<file path="src/rtl/fp_mul_pkg.sv">
// Shared types for the pipelined floating-point multiplier: operand classes,
// the exception flag bundle and the bit positions of each flag.
package fp_mul_pkg;

    typedef enum logic [1:0] {
        ZERO = 2'd0,
        NORM = 2'd1,
        INF  = 2'd2,
        NAN  = 2'd3
    } fp_class_e;

    // Bit order matches the flags port: {invalid, overflow, underflow, inexact}
    typedef struct packed {
        logic invalid;
        logic overflow;
        logic underflow;
        logic inexact;
    } fp_flags_t;

    localparam int FLAG_INVALID   = 3;
    localparam int FLAG_OVERFLOW  = 2;
    localparam int FLAG_UNDERFLOW = 1;
    localparam int FLAG_INEXACT   = 0;

endpackage

</file>
<file path="src/rtl/fp_mul_round.sv">
// Combinational normalise / round-to-nearest-even / pack for a NORM x NORM
// product; results are never subnormal (tiny results flush to signed zero).
module fp_mul_round #(
    parameter int EXP_W  = 8,
    parameter int FRAC_W = 23
) (
    input  logic                    sign_i,
    input  logic [EXP_W+1:0]        exp_i,
    input  logic [2*FRAC_W+1:0]     prod_i,
    output logic [EXP_W+FRAC_W:0]   res_o,
    output logic                    overflow_o,
    output logic                    underflow_o,
    output logic                    inexact_o
);

    localparam int PW = 2 * FRAC_W + 2;
    localparam logic [EXP_W+1:0] EXP_ONES = {2'b00, {EXP_W{1'b1}}};
    localparam logic [EXP_W+1:0] EXP_ZERO = '0;

    logic               msb;
    logic [PW-1:0]      norm;
    logic [FRAC_W:0]    mant;
    logic               guardBit;
    logic               stickyBit;
    logic               roundUp;
    logic [FRAC_W+1:0]  rounded;
    logic               carry;
    logic [FRAC_W-1:0]  fracOut;
    logic [EXP_W+1:0]   expAdj;

    // The product lies in [1,4); left-aligning it puts the hidden bit at the
    // top so mantissa, guard and sticky always come from the same positions.
    always_comb begin
        msb       = prod_i[PW-1];
        norm      = msb ? prod_i : {prod_i[PW-2:0], 1'b0};
        mant      = norm[PW-1:FRAC_W+1];
        guardBit  = norm[FRAC_W];
        stickyBit = |norm[FRAC_W-1:0];
        roundUp   = guardBit & (stickyBit | mant[0]);
        rounded   = {1'b0, mant} + {{(FRAC_W+1){1'b0}}, roundUp};
        carry     = rounded[FRAC_W+1];
        fracOut   = carry ? rounded[FRAC_W:1] : rounded[FRAC_W-1:0];
        expAdj    = exp_i + {{(EXP_W+1){1'b0}}, msb} + {{(EXP_W+1){1'b0}}, carry};

        overflow_o  = ($signed(expAdj) >= $signed(EXP_ONES));
        underflow_o = ($signed(expAdj) <= $signed(EXP_ZERO));
        inexact_o   = guardBit | stickyBit | overflow_o | underflow_o;

        res_o = {sign_i, expAdj[EXP_W-1:0], fracOut};
        if (overflow_o) begin
            res_o = {sign_i, {EXP_W{1'b1}}, {FRAC_W{1'b0}}};
        end else if (underflow_o) begin
            res_o = {sign_i, {(EXP_W+FRAC_W){1'b0}}};
        end
    end

endmodule

</file>
<file path="src/rtl/fp_mul_pipe.sv">
// Three-stage pipelined IEEE-754 multiplier with valid/ready handshake.
// Define FP_MUL_FLAGS_EN to build the exception flag logic; otherwise flags is 0.
module fp_mul_pipe
    import fp_mul_pkg::*;
#(
    parameter int EXP_W  = 8,
    parameter int FRAC_W = 23
) (
    input  logic                    clk,
    input  logic                    rst_n,
    input  logic                    in_valid,
    output logic                    in_ready,
    input  logic [EXP_W+FRAC_W:0]   a,
    input  logic [EXP_W+FRAC_W:0]   b,
    output logic                    out_valid,
    input  logic                    out_ready,
    output logic [EXP_W+FRAC_W:0]   op,
    output logic [3:0]              flags
);

    localparam int SW = FRAC_W + 1;
    localparam int PW = 2 * FRAC_W + 2;
    localparam int XW = EXP_W + 2;
    localparam logic [XW-1:0] BIAS = {3'b000, {(EXP_W-1){1'b1}}};
    localparam logic [EXP_W+FRAC_W:0] QNAN = {1'b0, {EXP_W{1'b1}}, 1'b1, {(FRAC_W-1){1'b0}}};

    function automatic fp_class_e classify(input logic [EXP_W-1:0] e, input logic [FRAC_W-1:0] f);
        if (&e) begin
            return (|f) ? NAN : INF;
        end
        if (e == '0) begin
            return ZERO;
        end
        return NORM;
    endfunction

    logic adv;

    logic               s1Valid_q, s1Valid_d;
    logic               s1Sign_q, s1Sign_d;
    fp_class_e          s1ClassA_q, s1ClassA_d;
    fp_class_e          s1ClassB_q, s1ClassB_d;
    logic [XW-1:0]      s1Exp_q, s1Exp_d;
    logic [SW-1:0]      s1SigA_q, s1SigA_d;
    logic [SW-1:0]      s1SigB_q, s1SigB_d;

    logic               s2Valid_q, s2Valid_d;
    logic               s2Sign_q, s2Sign_d;
    fp_class_e          s2ClassA_q, s2ClassA_d;
    fp_class_e          s2ClassB_q, s2ClassB_d;
    logic [XW-1:0]      s2Exp_q, s2Exp_d;
    logic [PW-1:0]      s2Prod_q, s2Prod_d;

    logic                   outValid_q, outValid_d;
    logic [EXP_W+FRAC_W:0]  op_q, op_d;

    logic [EXP_W+FRAC_W:0]  roundRes;
    logic                   roundOvf;
    logic                   roundUnf;
    logic                   roundInexact;
    logic                   isNan;
    logic                   isInf;
    logic                   isZero;

    // The whole pipe moves together; only a stalled output holds it back.
    assign adv       = !outValid_q | out_ready;
    assign in_ready  = adv;
    assign out_valid = outValid_q;
    assign op        = op_q;

    always_comb begin
        s1Valid_d  = in_valid;
        s1Sign_d   = a[EXP_W+FRAC_W] ^ b[EXP_W+FRAC_W];
        s1ClassA_d = classify(a[EXP_W+FRAC_W-1:FRAC_W], a[FRAC_W-1:0]);
        s1ClassB_d = classify(b[EXP_W+FRAC_W-1:FRAC_W], b[FRAC_W-1:0]);
        s1Exp_d    = {2'b00, a[EXP_W+FRAC_W-1:FRAC_W]} + {2'b00, b[EXP_W+FRAC_W-1:FRAC_W]} - BIAS;
        s1SigA_d   = {1'b1, a[FRAC_W-1:0]};
        s1SigB_d   = {1'b1, b[FRAC_W-1:0]};
    end

    always_comb begin
        s2Valid_d  = s1Valid_q;
        s2Sign_d   = s1Sign_q;
        s2ClassA_d = s1ClassA_q;
        s2ClassB_d = s1ClassB_q;
        s2Exp_d    = s1Exp_q;
        s2Prod_d   = {{SW{1'b0}}, s1SigA_q} * {{SW{1'b0}}, s1SigB_q};
    end

    fp_mul_round #(
        .EXP_W  (EXP_W),
        .FRAC_W (FRAC_W)
    ) roundUnit (
        .sign_i      (s2Sign_q),
        .exp_i       (s2Exp_q),
        .prod_i      (s2Prod_q),
        .res_o       (roundRes),
        .overflow_o  (roundOvf),
        .underflow_o (roundUnf),
        .inexact_o   (roundInexact)
    );

    // Special operands override the rounded NORM x NORM result, NaN first.
    always_comb begin
        isNan  = (s2ClassA_q == NAN) || (s2ClassB_q == NAN) ||
                 ((s2ClassA_q == INF) && (s2ClassB_q == ZERO)) ||
                 ((s2ClassA_q == ZERO) && (s2ClassB_q == INF));
        isInf  = (s2ClassA_q == INF) || (s2ClassB_q == INF);
        isZero = (s2ClassA_q == ZERO) || (s2ClassB_q == ZERO);

        outValid_d = s2Valid_q;
        op_d       = roundRes;
        if (isNan) begin
            op_d = QNAN;
        end else if (isInf) begin
            op_d = {s2Sign_q, {EXP_W{1'b1}}, {FRAC_W{1'b0}}};
        end else if (isZero) begin
            op_d = {s2Sign_q, {(EXP_W+FRAC_W){1'b0}}};
        end
    end

    always_ff @(posedge clk or negedge rst_n) begin
        if (!rst_n) begin
            s1Valid_q  <= 1'b0;
            s1Sign_q   <= 1'b0;
            s1ClassA_q <= ZERO;
            s1ClassB_q <= ZERO;
            s1Exp_q    <= '0;
            s1SigA_q   <= '0;
            s1SigB_q   <= '0;
            s2Valid_q  <= 1'b0;
            s2Sign_q   <= 1'b0;
            s2ClassA_q <= ZERO;
            s2ClassB_q <= ZERO;
            s2Exp_q    <= '0;
            s2Prod_q   <= '0;
            outValid_q <= 1'b0;
            op_q       <= '0;
        end else if (adv) begin
            s1Valid_q  <= s1Valid_d;
            s1Sign_q   <= s1Sign_d;
            s1ClassA_q <= s1ClassA_d;
            s1ClassB_q <= s1ClassB_d;
            s1Exp_q    <= s1Exp_d;
            s1SigA_q   <= s1SigA_d;
            s1SigB_q   <= s1SigB_d;
            s2Valid_q  <= s2Valid_d;
            s2Sign_q   <= s2Sign_d;
            s2ClassA_q <= s2ClassA_d;
            s2ClassB_q <= s2ClassB_d;
            s2Exp_q    <= s2Exp_d;
            s2Prod_q   <= s2Prod_d;
            outValid_q <= outValid_d;
            op_q       <= op_d;
        end
    end

`ifdef FP_MUL_FLAGS_EN
    fp_flags_t flags_q, flags_d;

    // Range flags only apply when the rounded path actually produced op.
    always_comb begin
        flags_d = '0;
        if (isNan) begin
            flags_d.invalid = 1'b1;
        end else if (!isInf && !isZero) begin
            flags_d.overflow  = roundOvf;
            flags_d.underflow = roundUnf;
            flags_d.inexact   = roundInexact;
        end
    end

    always_ff @(posedge clk or negedge rst_n) begin
        if (!rst_n) begin
            flags_q <= '0;
        end else if (adv) begin
            flags_q <= flags_d;
        end
    end

    assign flags = flags_q;
`else
    logic unusedFlags;
    assign unusedFlags = roundOvf ^ roundUnf ^ roundInexact;
    assign flags       = 4'b0000;
`endif

endmodule

</file>
<file path="config.mk">
export PLATFORM = sky130hd
export DESIGN_NAME = fp_mul_pipe
export DESIGN_NICKNAME = d
export VERILOG_FILES = /design/src/rtl/fp_mul_pkg.sv /design/src/rtl/fp_mul_round.sv /design/src/rtl/fp_mul_pipe.sv
export SDC_FILE = /design/constraint.sdc
export NUM_CORES = 2
export LEC_CHECK = 0
export CAP_MARGIN = 20
export CORE_ASPECT_RATIO = 0.8
export CORE_MARGIN = 4
export CORE_UTILIZATION = 25
export DETAILED_ROUTE_END_ITERATION = 6
export PLACE_DENSITY_LB_ADDON = 0.25
export RECOVER_POWER = 25
export SLEW_MARGIN = 10
export SYNTH_ARGS = -nofsm -noshare
export SYNTH_HDL_FRONTEND = slang
export SYNTH_HIERARCHICAL = 1
export SYNTH_SLANG_ARGS = --single-unit
</file>
<file path="constraint.sdc">
create_clock -name clk -period 6.5 [get_ports clk]
set_input_delay 0.975 -clock clk [delete_from_list [all_inputs] [get_ports clk]]
set_output_delay 0.975 -clock clk [all_outputs]
set_load 0.01 [all_outputs]
</file>
; Word-level counts from Yosys, hierarchy flattened
; Index checks and enable logic that the tools add are counted.
[totals]
regBits = 161
inputBits = 68
output_inout_bits = 38
word_cells = 71
[op_classes]
addsub = 5
mul = 1
magnitude_cmp = 2
n_eq_ne = 4
n_mux = 23
n_bitwise = 4
n_reduce_logical = 17
[op_table]
columns = operator, count
row1 = 31-bit two-way mux, 4
row2 = 23-bit OR reduction, 3
row3 = 24-bit by 24-bit multiplier with 48-bit output, 1
row4 = 48-bit two-way mux, 1
row5 = 32-bit two-way mux, 1
row6 = 24-bit by 1-bit adder with 25-bit output, 1
row7 = 23-bit two-way mux, 1
row8 = 10-bit by 1-bit adder with 10-bit output, 2
row9 = 8-bit logical NOT, 2
row10 = 2-bit two-way mux, 8
row11 = 8-bit AND reduction, 2
row12 = 10-bit by 9-bit greater-or-equal comparator with 1-bit output (second input constant), 1
row13 = 10-bit by 1-bit less-or-equal comparator with 1-bit output (second input constant), 1
row14 = 9-bit by 7-bit subtractor with 10-bit output (second input constant), 1
row15 = 8-bit by 8-bit adder with 9-bit output, 1
row16 = 2-bit == test (second input constant), 4
row17 = 1-bit two-way mux, 8
row18 = 1-bit logical OR, 5
row19 = 2-bit logical NOT, 2
row20 = 1-bit logical AND, 2
row21 = 1-bit bitwise OR, 2
row22 = 1-bit bitwise AND, 1
row23 = 1-bit logical NOT, 1
row24 = 1-bit bitwise XOR, 1

; Longest topological paths before layout
[depth]
word_depth = 12
ltp_mapped = 27
mapped_depth_nobuf = 24

; Cells and area by module
; The synthesis kept the hierarchy.
[by_module_without_submodules]
columns = mod, n_inst, cells_per_inst, area_each_um2, seq_area_each_um2
row1 = fp_mul_pipe, 1, 2864, 25565.8, 4003.8
row2 = fp_mul_round, 1, 258, 1730.4, 0.0

; Least setup slack after synthesis
; Ideal clock, no wire load.
[synth_path]
path_kind = reg-to-reg
start = reg s1SigB_q[3]
end = reg s2Prod_q[47]
setup_time_ps = 120
t_arrival_ps = 6418
required_ps = 6380
setup_slack_ps = -38
path_stages_with_launch = 26
n_path_buf = 1
synth_period_minus_slack_ps = 6538
cell_sequence = dfrtp_1 > clkbuf_1 > nand2_1 > fa_1 > inv_1 > fa_1 > inv_1 > fa_1 > inv_1 > fa_1 > inv_1 > fa_1 > inv_1 > fa_1 > inv_1 > fa_1 > inv_1 > ha_1 > a21oi_1 > o21ai_1 > a21oi_1 > and3_1 > a21oi_1 > o31a_1 > a2111oi_0 > and3b_1
[synth_between]
elab_chain_len = 1
[synth_lines]
columns = element, line
row1 = start: declaration, fp_mul_pipe.sv:45  ; logic [SW-1:0] s1SigB_q, s1SigB_d;
row2 = start signal: assignment, fp_mul_pipe.sv:146  ; s1SigB_q <= s1SigB_d;
row3 = 24-bit by 24-bit multiplier with 48-bit output, fp_mul_pipe.sv:87  ; s2Prod_d = {{SW{1'b0}}, s1SigA_q} * {{SW{1'b0}}, s1SigB_q};
row4 = end signal: assignment, fp_mul_pipe.sv:152  ; s2Prod_q <= s2Prod_d;
row5 = end: declaration, fp_mul_pipe.sv:52  ; logic [PW-1:0] s2Prod_q, s2Prod_d;
; No other way between the ends.
; A chain may end at the register's enable or synchronous reset.

; Worst setup path after layout
[layout_path]
start = reg s1SigA_q[10]
end = reg s2Prod_q[44]
[layout_between]
elab_chain_len = 1
[layout_lines]
columns = element, line
row1 = start: declaration, fp_mul_pipe.sv:44  ; logic [SW-1:0] s1SigA_q, s1SigA_d;
row2 = start signal: assignment, fp_mul_pipe.sv:145  ; s1SigA_q <= s1SigA_d;
row3 = 24-bit by 24-bit multiplier with 48-bit output, fp_mul_pipe.sv:87
; No other way between the ends.

==> metrics.yaml <==
hold_path.class: "reg2reg"
drt-total-wl_um: 79400
grt_pass1_vias: 22146
die_w_um: 377
violations: "max-capacitance violations, max-slew violations, negative setup slack"
dp_hpwl_um: 65100
finalHoldViolations: 0
period_share_pct: 102
overflow: 0
relSlewSlack_pct: -156
end_kind: "flip-flop"
cts_tree: "yes"
dr.pass1.iters: 5
layout.nets: 4125
cts_inserted_buffers: 17
cts_num_sinks: 160
vias: 21145
r2r_slack_ns: -0.15
most-common-layout-cells: "589 x nand2_1, 553 x inv_1, 467 x fa_1, 288 x and2_1, 241 x buf_4"
gr-usage-all-layers_pct: 14.1
setup_viol: 12
routedWlPerCell_um: 16.5
fmaxAchievable_mhz: 150
drv_cap: 2
cp_common_cell: "fa_1"
htree_levels: 4
status: "finished with violations"
antenna_found_initial: 6
area.growth.synth_to_final_pct: 23.0
crit_end: "s2Prod_q[44]"
seqCellArea_mm2: 0.00403
critPathArrivalTime_ns: 7.03
slowest_stage: "fa_1"
setup_tns_ns: -0.800
postRouteAntennaNets: 0
rsz0062_at_grt: "true"
tightest_slew_ns: 3.84
dieArea_mm2: 0.114
cts_buffer_depth: 2
pre_cts_slack_ns: -0.412
post_drt_via_cell_ratio: 4.38
core_area_mm2: 0.108
start_util_pct: 25.2
grt_max_degree: 138
path_clk_slew_ns: 0.08
worstPathBufferInverterCount: 8
r2r_cells: 25
syn_area_mm2: 0.0273
post_synth.cell_area_avg_um2: 8.75
critical_path.max_stage_delay_ns: 0.59
crit_cells: 25
post-route-drc-count: 0
cp_max_fo: 9
port_buffers: 101
fin_ws_ns: -0.154
cp.required_ns: 6.88
drtIter0Drc: 1111
crit_family: "adder cells"
cp-startpoint: "s1SigA_q[10]"
antennaDiodeCount: 0
multiInputGateArea_mm2: 0.0211
critPathKind: "reg2reg"
io_pins: 106
die_h_um: 303
yosys_warnings: 6
r2r_start: "s1SigA_q[10]"
cp-start-kind: "flip-flop"
crit-reg2reg-capture: "s2Prod_q[44]"
insertion_delay_ns: 0.50
finalCriticalPeriod_ns: 6.65
layout-drive-gt1-share_pct: 15.0
gp_congestion: 0.836
rows: 108
fin_worst_skew_ns: 0.0288
fillCellCount: 11602
mostFrequentLayoutCell: "nand2_1"
root_buffer: "clkbuf_16"
syn_inst: 3116
drv_slew: 163
grt_pass1_wl_um: 127000
-- worst register-to-register path: cells and delay by family (launching register included) --
family | cells | cell delay [ns]
AO/OA/AOI/OAI | 6 | 1.09
AND/OR/NAND/NOR | 3 | 0.26
adder cells (fa/ha/maj) | 8 | 3.85
buffers and inverters | 8 | 0.86
flip-flops | 1 | 0.48
-- worst min path at each step --
stage / slack [ns] / depth (start not counted) / to / from
after floorplan: 0.43 / 2 / outValid_d / outValid_d
after global placement: 0.44 / 2 / outValid_d / outValid_d
after detailed placement: 0.44 / 1 / out_valid / outValid_d
after CTS: 0.33 / 1 / s1SigB_q[15] / rst_n
after global routing: 0.48 / 1 / out_valid / outValid_d
final: 0.46 / 1 / out_valid / outValid_d
-- final cells by class --
class                      instances  area share [%]
clock buffer                      18            1.28
clock inverter                    14           0.437
inverter                         570            6.39
multi-input combinational       2228            63.1
sequential                       160            12.0
tap                             1430            5.34
timing repair buffer             404            11.5
-- registers in the layout (all words and copies together), names as in the netlist, 2 cells and up --
signal and flops:
s2ClassB_q 2, s2ClassA_q 2, s1SigA_q 24, op 32
s1ClassA_q 2, s2Prod_q 48, s2Exp_q 10, s1ClassB_q 2
s1Exp_q 10, s1SigB_q 23
-- stage by stage --
step           hold slack [ns]  util (%)  area (um^2)  std cells
6_report                 0.459      30.9        33500       4824
5_1_grt                  0.481      30.9        33500       4824
4_1_cts                  0.326      30.3        32900       4802
3_5_place_dp             0.445      29.4        31800       4753
3_3_place_gp             0.444      29.4        31800       4752
2_1_floorplan            0.430         -        27300       3119
-- metal layers --
metal	vias to the layer above	share of wire, %	GRT usage (%)
li1	10044	-	-
met1	10714	52	22.0
met2	333	41	20.2
met3	50	5.7	2.93
met4	4	1.1	2.42
met5	-	0.029	0
-- timing repair --
| action | 4_1_cts | 5_1_grt |
|---|---|---|
| pin swaps | 60 | 94 |
| setup endpoints to repair | 22 | 27 |
| hold endpoints to repair | 0 | 0 |
| cloned | 0 | 3 |
| setup buffers | 17 | 19 |
| hold buffers | 0 | 0 |
| gates resized for setup | 83 | 113 |
Power is not shown: default switching activity piles up to over one toggle a cycle in this logic, so the estimate is an artifact.
